### config.mk
export PLATFORM = sky130hd
export DESIGN_NAME = piccolo_dec_flat
export DESIGN_NICKNAME = d
export VERILOG_FILES = /design/src/rtl/piccolo_dec_if.sv /design/src/rtl/piccolo_dec.sv /design/src/flat_wrapper.sv
export SDC_FILE = /design/constraint.sdc
export NUM_CORES = 2
export LEC_CHECK = 0
export ABC_CLOCK_PERIOD_IN_PS = 6100
export CORE_MARGIN = 10
export CORE_UTILIZATION = 50
export CTS_CLUSTER_SIZE = 20
export DETAILED_ROUTE_END_ITERATION = 10
export PLACE_DENSITY = 0.71
export RECOVER_POWER = 50
export SLEW_MARGIN = 0
export SYNTH_ARGS = -nofsm -noshare
export SYNTH_HDL_FRONTEND = slang
export SYNTH_SLANG_ARGS = --single-unit
### constraint.sdc
create_clock -name clk -period 6.1 [get_ports clk]
set_input_delay 0.915 -clock clk [delete_from_list [all_inputs] [get_ports clk]]
set_output_delay 0.915 -clock clk [all_outputs]
set_load 0.005 [all_outputs]
### src/rtl/piccolo_dec_if.sv
// Request/response bundle for the Piccolo decryption core.
// Bit 0 is the MSB of every multi-bit field.
interface piccolo_dec_if;
    logic         version;
    logic         start;
    logic [0:63]  ciphertext;
    logic [0:127] keyin;
    logic         ready;
    logic         valid;
    logic [0:63]  plaintext;

    modport master (
        output version, start, ciphertext, keyin,
        input  ready, valid, plaintext
    );

    modport slave (
        input  version, start, ciphertext, keyin,
        output ready, valid, plaintext
    );
endinterface

### src/rtl/piccolo_dec.sv
// Iterative Piccolo-80/128 decryption: forward key expansion into a 62x16 store,
// then one inverse round per clock.
module piccolo_dec #(
    parameter int unsigned R80  = 25,
    parameter int unsigned R128 = 31
) (
    input logic          clk,
    input logic          reset,
    piccolo_dec_if.slave bus
);

    typedef enum logic [1:0] {StIdle, StKeygen, StRound, StDone} state_e;

    state_e         r_state, w_state_nx;
    logic [4:0]     r_cnt;
    logic           r_ver;
    logic [127:0]   r_key;
    logic [31:0]    r_wk01;
    logic [63:0]    r_data;
    logic [63:0]    r_pt;
    logic           r_valid;
    logic [15:0]    r_rk [62];

    logic           w_accept;
    logic [63:0]    w_ct;
    logic [127:0]   w_kin;
    logic [15:0]    w_k0, w_k1, w_k3, w_k4, w_k7;
    logic [15:0]    w_wk2, w_wk3;
    logic [4:0]     w_rounds, w_c;
    logic           w_last;
    logic [2:0]     w_m5;
    logic [31:0]    w_con, w_kpair;
    logic [127:0]   w_kperm;
    logic [5:0]     w_idx;
    logic [15:0]    w_rka, w_rkb, w_x1n, w_x3n;
    logic [63:0]    w_mix, w_rp, w_fin;

    function automatic logic [3:0] f_sbox(input logic [3:0] x);
        logic [3:0] y;
        case (x)
            4'h0: y = 4'he;  4'h1: y = 4'h4;  4'h2: y = 4'hb;  4'h3: y = 4'h2;
            4'h4: y = 4'h3;  4'h5: y = 4'h8;  4'h6: y = 4'h0;  4'h7: y = 4'h9;
            4'h8: y = 4'h1;  4'h9: y = 4'ha;  4'ha: y = 4'h7;  4'hb: y = 4'hf;
            4'hc: y = 4'h6;  4'hd: y = 4'hc;  4'he: y = 4'h5;  default: y = 4'hd;
        endcase
        return y;
    endfunction

    // Multiply by x in GF(2^4) modulo x^4 + x + 1.
    function automatic logic [3:0] f_xt(input logic [3:0] a);
        return {a[2:0], 1'b0} ^ (a[3] ? 4'h3 : 4'h0);
    endfunction

    function automatic logic [15:0] f_fn(input logic [15:0] x);
        logic [3:0] s0, s1, s2, s3, y0, y1, y2, y3;
        s0 = f_sbox(x[15:12]);
        s1 = f_sbox(x[11:8]);
        s2 = f_sbox(x[7:4]);
        s3 = f_sbox(x[3:0]);
        y0 = f_xt(s0) ^ f_xt(s1) ^ s1 ^ s2 ^ s3;
        y1 = s0 ^ f_xt(s1) ^ f_xt(s2) ^ s2 ^ s3;
        y2 = s0 ^ s1 ^ f_xt(s2) ^ f_xt(s3) ^ s3;
        y3 = f_xt(s0) ^ s0 ^ s1 ^ s2 ^ f_xt(s3);
        return {f_sbox(y0), f_sbox(y1), f_sbox(y2), f_sbox(y3)};
    endfunction

    assign w_ct  = bus.ciphertext;
    assign w_kin = bus.keyin;
    assign w_k0  = w_kin[127:112];
    assign w_k1  = w_kin[111:96];
    assign w_k3  = w_kin[79:64];
    assign w_k4  = w_kin[63:48];
    assign w_k7  = w_kin[15:0];
    assign w_wk2 = {w_k4[15:8], bus.version ? w_k7[7:0] : w_k3[7:0]};
    assign w_wk3 = {bus.version ? w_k7[15:8] : w_k3[15:8], w_k4[7:0]};

    assign w_rounds = r_ver ? 5'(R128) : 5'(R80);
    assign w_last   = (r_cnt == w_rounds - 5'd1);

    // Key schedule: one constant pair and one key-word pair per KEYGEN cycle.
    assign w_c   = r_cnt + 5'd1;
    assign w_con = {w_c, 5'd0, w_c, 2'd0, w_c, 5'd0, w_c}
                 ^ (r_ver ? 32'h6547a98b : 32'h0f1e2d3c);
    assign w_m5  = 3'(r_cnt % 5'd5);
    assign w_kperm = (r_ver && r_cnt[1:0] == 2'd3)
                   ? {r_key[95:80], r_key[111:96], r_key[31:16], r_key[15:0],
                      r_key[127:112], r_key[79:64], r_key[63:48], r_key[47:32]}
                   : r_key;

    always_comb begin
        w_kpair = r_key[127:96];
        if (r_ver) begin
            case (r_cnt[1:0])
                2'd0:    w_kpair = w_kperm[95:64];
                2'd1:    w_kpair = w_kperm[63:32];
                2'd2:    w_kpair = w_kperm[31:0];
                default: w_kpair = w_kperm[127:96];
            endcase
        end else begin
            case (w_m5)
                3'd0, 3'd2: w_kpair = r_key[95:64];
                3'd1, 3'd4: w_kpair = r_key[127:96];
                default:    w_kpair = {r_key[63:48], r_key[63:48]};
            endcase
        end
    end

    // Inverse round: keys read back to front, swapped on odd iterations.
    assign w_idx = {w_rounds - 5'd1 - r_cnt, 1'b0};
    assign w_rka = r_cnt[0] ? r_rk[w_idx | 6'd1] : r_rk[w_idx];
    assign w_rkb = r_cnt[0] ? r_rk[w_idx] : r_rk[w_idx | 6'd1];
    assign w_x1n = r_data[47:32] ^ f_fn(r_data[63:48]) ^ w_rka;
    assign w_x3n = r_data[15:0] ^ f_fn(r_data[31:16]) ^ w_rkb;
    assign w_mix = {r_data[63:48], w_x1n, r_data[31:16], w_x3n};
    assign w_rp  = {w_mix[47:40], w_mix[7:0], w_mix[31:24], w_mix[55:48],
                    w_mix[15:8], w_mix[39:32], w_mix[63:56], w_mix[23:16]};
    assign w_fin = w_mix ^ {r_wk01[31:16], 16'h0, r_wk01[15:0], 16'h0};

    always_comb begin
        w_state_nx = r_state;
        w_accept   = 1'b0;
        case (r_state)
            StIdle, StDone: begin
                if (bus.start) begin
                    w_state_nx = StKeygen;
                    w_accept   = 1'b1;
                end
            end
            StKeygen: if (w_last) w_state_nx = StRound;
            StRound:  if (w_last) w_state_nx = StDone;
            default:  w_state_nx = StIdle;
        endcase
    end

    always_ff @(posedge clk or negedge reset) begin
        if (!reset) begin
            r_state <= StIdle;
            r_cnt   <= '0;
            r_ver   <= 1'b0;
            r_key   <= '0;
            r_wk01  <= '0;
            r_data  <= '0;
            r_pt    <= '0;
            r_valid <= 1'b0;
        end else begin
            r_state <= w_state_nx;
            r_valid <= (r_state == StRound) && w_last;
            if (w_accept) begin
                r_cnt  <= '0;
                r_ver  <= bus.version;
                r_key  <= w_kin;
                r_wk01 <= {w_k0[15:8], w_k1[7:0], w_k1[15:8], w_k0[7:0]};
                r_data <= w_ct ^ {w_wk2, 16'h0, w_wk3, 16'h0};
            end else begin
                case (r_state)
                    StKeygen: begin
                        r_cnt <= w_last ? '0 : r_cnt + 5'd1;
                        r_key <= w_kperm;
                    end
                    StRound: begin
                        r_cnt  <= w_last ? '0 : r_cnt + 5'd1;
                        r_data <= w_last ? w_fin : w_rp;
                        if (w_last) r_pt <= w_fin;
                    end
                    default: r_cnt <= '0;
                endcase
            end
        end
    end

    always_ff @(posedge clk) begin
        if (r_state == StKeygen) begin
            r_rk[{r_cnt, 1'b0}] <= w_kpair[31:16] ^ w_con[31:16];
            r_rk[{r_cnt, 1'b1}] <= w_kpair[15:0] ^ w_con[15:0];
        end
    end

    assign bus.ready     = (r_state == StIdle) || (r_state == StDone);
    assign bus.valid     = r_valid;
    assign bus.plaintext = r_pt;

endmodule
### src/flat_wrapper.sv
// flat-port wrapper written by rule: the top's interface ports become plain ports
module piccolo_dec_flat 
#(
    parameter int unsigned R80  = 25,
    parameter int unsigned R128 = 31
)
  (clk, reset, bus_version, bus_start, bus_ciphertext, bus_keyin, bus_ready, bus_valid, bus_plaintext);
  piccolo_dec_if bus_i ();
  input logic clk;
  input logic reset;
  input wire logic [$bits(bus_i.version)-1:0] bus_version;
  input wire logic [$bits(bus_i.start)-1:0] bus_start;
  input wire logic [$bits(bus_i.ciphertext)-1:0] bus_ciphertext;
  input wire logic [$bits(bus_i.keyin)-1:0] bus_keyin;
  output wire logic [$bits(bus_i.ready)-1:0] bus_ready;
  output wire logic [$bits(bus_i.valid)-1:0] bus_valid;
  output wire logic [$bits(bus_i.plaintext)-1:0] bus_plaintext;
  assign bus_i.version = bus_version;
  assign bus_i.start = bus_start;
  assign bus_i.ciphertext = bus_ciphertext;
  assign bus_i.keyin = bus_keyin;
  assign bus_ready = bus_i.ready;
  assign bus_valid = bus_i.valid;
  assign bus_plaintext = bus_i.plaintext;
  piccolo_dec #(.R80(R80), .R128(R128)) u_core (.clk(clk), .reset(reset), .bus(bus_i));
endmodule
* Word level (Yosys, flattened, before mapping)
Memory sizes are Yosys's and may differ from the RTL's.
Cells that the tools add are included.
** Operators by class
- $add $sub $neg :: 3
- Divide/modulo/power cells :: 1
- Eq/ne operators :: 13
- Multiplexer cells :: 34
- Bitwise gates (word level) :: 50
- Reductions and logical operators :: 14
** Operator list (number)
- $mux 128 :: 3
- $mux 64 :: 3
- $xor 4x4->4 :: 39
- $xor 64x64->64 :: 2
- $pmux 32 s3 :: 1
- $xor 16x16->16 :: 6
- $pmux 32 s2 :: 1
- $mux 16 :: 2
- $mux 32 :: 1
- $xor 32x32->32 :: 1
- $mux 31 :: 1
- $mux 2 :: 11
- $mux 8 :: 2
- $mux 5 :: 3
- $eq 2x2->1 const B :: 4
- $reduce_or 2->1 :: 4
- $pmux 2 s3 :: 1
- $reduce_and 3->1 :: 2
- $add 5x1->5 const B :: 1
- $eq 5x5->1 :: 1
- $mod 5x3->5 const B :: 1
- $sub 5x1->5 const B :: 1
- $sub 5x5->5 :: 1
- $eq 2x1->1 const B :: 2
- 14 further kinds :: 21
** Word-level totals
- Register bits after elaboration :: 297
- RAM bits :: 992
- Bits in read-only memories :: 1024
- Input bits :: 196
- Output and inout port bits :: 66
- Word-level logic and storage cells :: 140
- Memories kept :: 17
** Memory list
- u_core.r_rk :: depth 62, width 16, read ports 2, clocked after Yosys merged registers in 0, write ports 2, RTL line piccolo_dec.sv:22 : logic [15:0] r_rk [62];
- (no name shown) :: depth 16, width 4, read ports 1, clocked after Yosys merged registers in 0, write ports 0, RTL line piccolo_dec.sv:40 : case (x)
- (no name shown) :: depth 16, width 4, read ports 1, clocked after Yosys merged registers in 0, write ports 0, RTL line piccolo_dec.sv:40
- (no name shown) :: depth 16, width 4, read ports 1, clocked after Yosys merged registers in 0, write ports 0, RTL line piccolo_dec.sv:40
- (no name shown) :: depth 16, width 4, read ports 1, clocked after Yosys merged registers in 0, write ports 0, RTL line piccolo_dec.sv:40
- (no name shown) :: depth 16, width 4, read ports 1, clocked after Yosys merged registers in 0, write ports 0, RTL line piccolo_dec.sv:40
- +11 memories

* Longest topological paths before layout
An unclocked memory read counts as a cell.
- Depth in word-level cells :: 14
- Mapped depth :: 25
- Mapped depth without buffers :: 16

* Worst setup path after synthesis
Ideal clock, no wire load.
- Path kind :: register -> register
- Start :: reg u_core.r_cnt[0]
- End :: mem u_core.r_rk[0][4], data pin
- Setup time :: 459 ps
- Arrival :: 6330 ps
- Required time :: 5641 ps
- Setup slack :: -689 ps
- Stages on the path, launching flop included :: 24
- Buffers on the path :: 8
- Clock period less this slack :: 6789 ps
- Cells stage by stage :: dfrtp_1 buf_6 buf_6 buf_6 buf_6 buf_4 inv_1 buf_2 buf_1 ha_1 clkbuf_1 a211o_1 o2111ai_1 a31o_2 ha_1 nor3_1 nor3_1 o22a_1 o21ai_1 o2bb2ai_1 a21oi_1 nand2_1 o221a_2 a211oi_1
** RTL lines
- from (decl) :: RTL line piccolo_dec.sv:15 : logic [4:0] r_cnt;
- from (signal assigned) :: RTL line piccolo_dec.sv:157 : r_cnt <= w_last ? '0 : r_cnt + 5'd1;
- from (signal assigned) :: RTL line piccolo_dec.sv:161 : r_cnt <= w_last ? '0 : r_cnt + 5'd1;
- to (decl) :: RTL line piccolo_dec.sv:22

==> out/metrics.cfg <==
[yosys]
synth_area_leaders = edfxtp_1 50%, dfrtp_1 13%, mux4_2 11%
yosysSeqAreaShare = 0.629
yosysTopAreaCellShare = 0.503
syn_avg_cell_area_um2 = 15.0
synth-edff-count = 992
ys_warn_count = 0
synth_cells = 3938
synth_area_mm2 = 0.0592
synth_top_area_cell = edfxtp_1
async_flop_share = 0.230
ys.flop_type = edfxtp_1
synth_nets = 4207
synth_seq_cells = 1289
yosysUniqueCellTypes = 87

[floorplanning]
core-area_mm2 = 0.118
die_area_mm2 = 0.133
placementRows = 126
die_h_um = 364
die_w_um = 364
start_util = 0.503
num_io_pins = 262

[sta]
min_period_over_period = 0.951
worstMarginPinSlew_ns = 3.34
period_needed_ns = 5.80
maxSlewHeadroom = -1.23
hold_viol_final = 0
setup_ws_ns = 0.297
clock.fmax_mhz = 172
finalMaxSlewViolations = 1097
finalSetupViolCount = 0
fin_skew_ns = 0.0375
holdWs_ns = 0.112
rsz0062_at_grt = false

[detailed_routing]
avgViaCountPerCell = 6.39
vias = 37328
wire_per_inst_um = 30.9
drt_iter0_drc = 5152
dr.pass1.iters = 6
drt_wl_total_um = 181000
drc_errors = 0
ant_nets = 0

[place]
gp_congestion = 0.944
post-place-ws_ns = 0.856
dp_hpwl_um = 114000
port_buffers = 261

[clock_network]
insertion_delay_ns = 0.76
hold_buffers = 0
cts_htree_levels = 4
cts.reportedPaths.clkPinSlew_ns = 0.06
clock_path_buffers = 3
cts_resized = 0
post_cts_buffers = 0
cts_tree = yes
cts_root_buf = clkbuf_16
cts_buffers = 133
cts_sinks = 1289

[worst_setup_path]
crit_required_ns = 6.47
reg2reg_depth = 6
worstPathMaxFanout = 33
reg2reg_setup_slack_ns = 0.30
crit_start = u_core.r_cnt[0]
r2r-end = u_core.r_rk[30][31]
cp-end-kind = flip-flop
criticalPathCategory = reg -> reg
arrival_ns = 6.18
r2r_start = u_core.r_cnt[0]
crit_path_start_kind = flip-flop

[run_status]
status = finished, violations left
violations = capacitance limit, slew limit

[global_route]
grt_overflow = 0
grt_antenna_before_repair = 4
top_usage_layer = met2
gr-usage-met1 = 0.350
grt_pass1_wl_um = 258000
grt_pass1_vias = 36182
track_usage = 0.268
grt_max_degree = 253
use_met3 = 0.0568
grtUsageMet2 = 0.426

[final_layout]
ff_latch_area_mm2 = 0.0372
layout-drive-gt1-share = 0.165
multi_input_area_mm2 = 0.0207
final_util = 0.577
nNetsFinal = 4472
num-fill-cells = 8960
layout_common_cells = 992 x edfxtp_1, 385 x nand2_1, 295 x dfrtp_1
syn_to_final_growth_pct = 14.7
final_common_cell = edfxtp_1

[run]
maxCapViolCount = 34

[min_path]
hold_path.class = in -> async

routing by layer:
metal | wire (um) | vias up
li1 | - | 15554
met1 | 67300 | 19052
met2 | 85000 | 2259
met3 | 17900 | 463
met4 | 10400 | 0
met5 | 0 | -
stage by stage:
stage / area [um^2] / setup TNS (ns) / instances
global placement: 63900 / 0 / 5604
floorplan: 59300 / -1.34 / 3938
finish: 67900 / 0 / 5839
detailed placement: 63900 / 0 / 5604
global route: 67900 / 0 / 5839
CTS: 68200 / 0 / 5838
final cells by class:
cell class                 instances  area share
sequential                      1289       0.548
multi-input combinational       2323       0.305
clock buffer                     174      0.0531
timing repair buffer             380      0.0514
tap                             1536      0.0283
clock inverter                    60     0.00980
inverter                          76     0.00420
antenna                            1   0.0000369
worst max-delay path by stage:
stage,end,slack (ns)
after global placement,u_core.r_rk[30][4],0.93
after CTS,u_core.r_rk[10][4],0.81
after detailed placement,u_core.r_rk[30][4],0.86
final,u_core.r_rk[30][31],0.30
after global routing,u_core.r_rk[10][19],0.14
after floorplan,u_core.r_rk[26][0],-0.02
synth_stat cells (11+ instances only):
| master | number |
|---|---|
| inv_1 | 67 |
| ha_1 | 71 |
| dfrtp_1 | 297 |
| nand3_1 | 45 |
| xnor3_1 | 19 |
| buf_6 | 19 |
| o21ai_1 | 26 |
| a22o_1 | 11 |
| a21o_1 | 13 |
| mux4_2 | 293 |
| mux2i_1 | 240 |
| xnor2_2 | 19 |
| a211oi_1 | 36 |
| xor2_1 | 44 |
| o22ai_1 | 18 |
| clkbuf_1 | 132 |
| and2_1 | 13 |
| a22oi_1 | 39 |
| o21ai_0 | 227 |
| buf_4 | 20 |
| nand2_1 | 387 |
| nor2_1 | 225 |
| buf_2 | 56 |
| mux2_2 | 19 |
| nor3_1 | 38 |
| edfxtp_1 | 992 |
| buf_1 | 19 |
| o211ai_1 | 19 |
| xnor2_1 | 171 |
| a222oi_1 | 12 |
| a21oi_1 | 146 |
| nand2b_1 | 12 |
| a311oi_1 | 18 |
flip-flops by register name, indices dropped and copies added, names as in the netlist:
| name | flops |
|---|---|
| u_core.r_rk | 992 |
| u_core.r_key | 128 |
| u_core.bus.plaintext | 64 |
| u_core.r_data | 64 |
| u_core.r_wk01 | 32 |
| u_core.r_cnt | 5 |
| u_core.r_state | 2 |
| u_core.bus.valid | 1 |
| u_core.r_ver | 1 |
worst max-delay path, cell delays in order (launching register included):
cell and delay (ns):
dfrtp_4 0.49, inv_1 0.10, ha_1 0.20, clkbuf_1 1.52, nand2_1 0.85, nor2_1 1.41, clkbuf_4 0.81
logic make-up after synthesis:
group	share of synthesized area
adders and majority gates	0.0157
and+or+nand+nor	0.0545
muxes	0.158
AOI/OAI and AO/OA	0.0702
buffers and inverters	0.0260
DFF	0.629
xor gates and xnor gates	0.0468
Power is not shown: default switching activity piles up to over one toggle a cycle in this logic, so the estimate is an artifact.
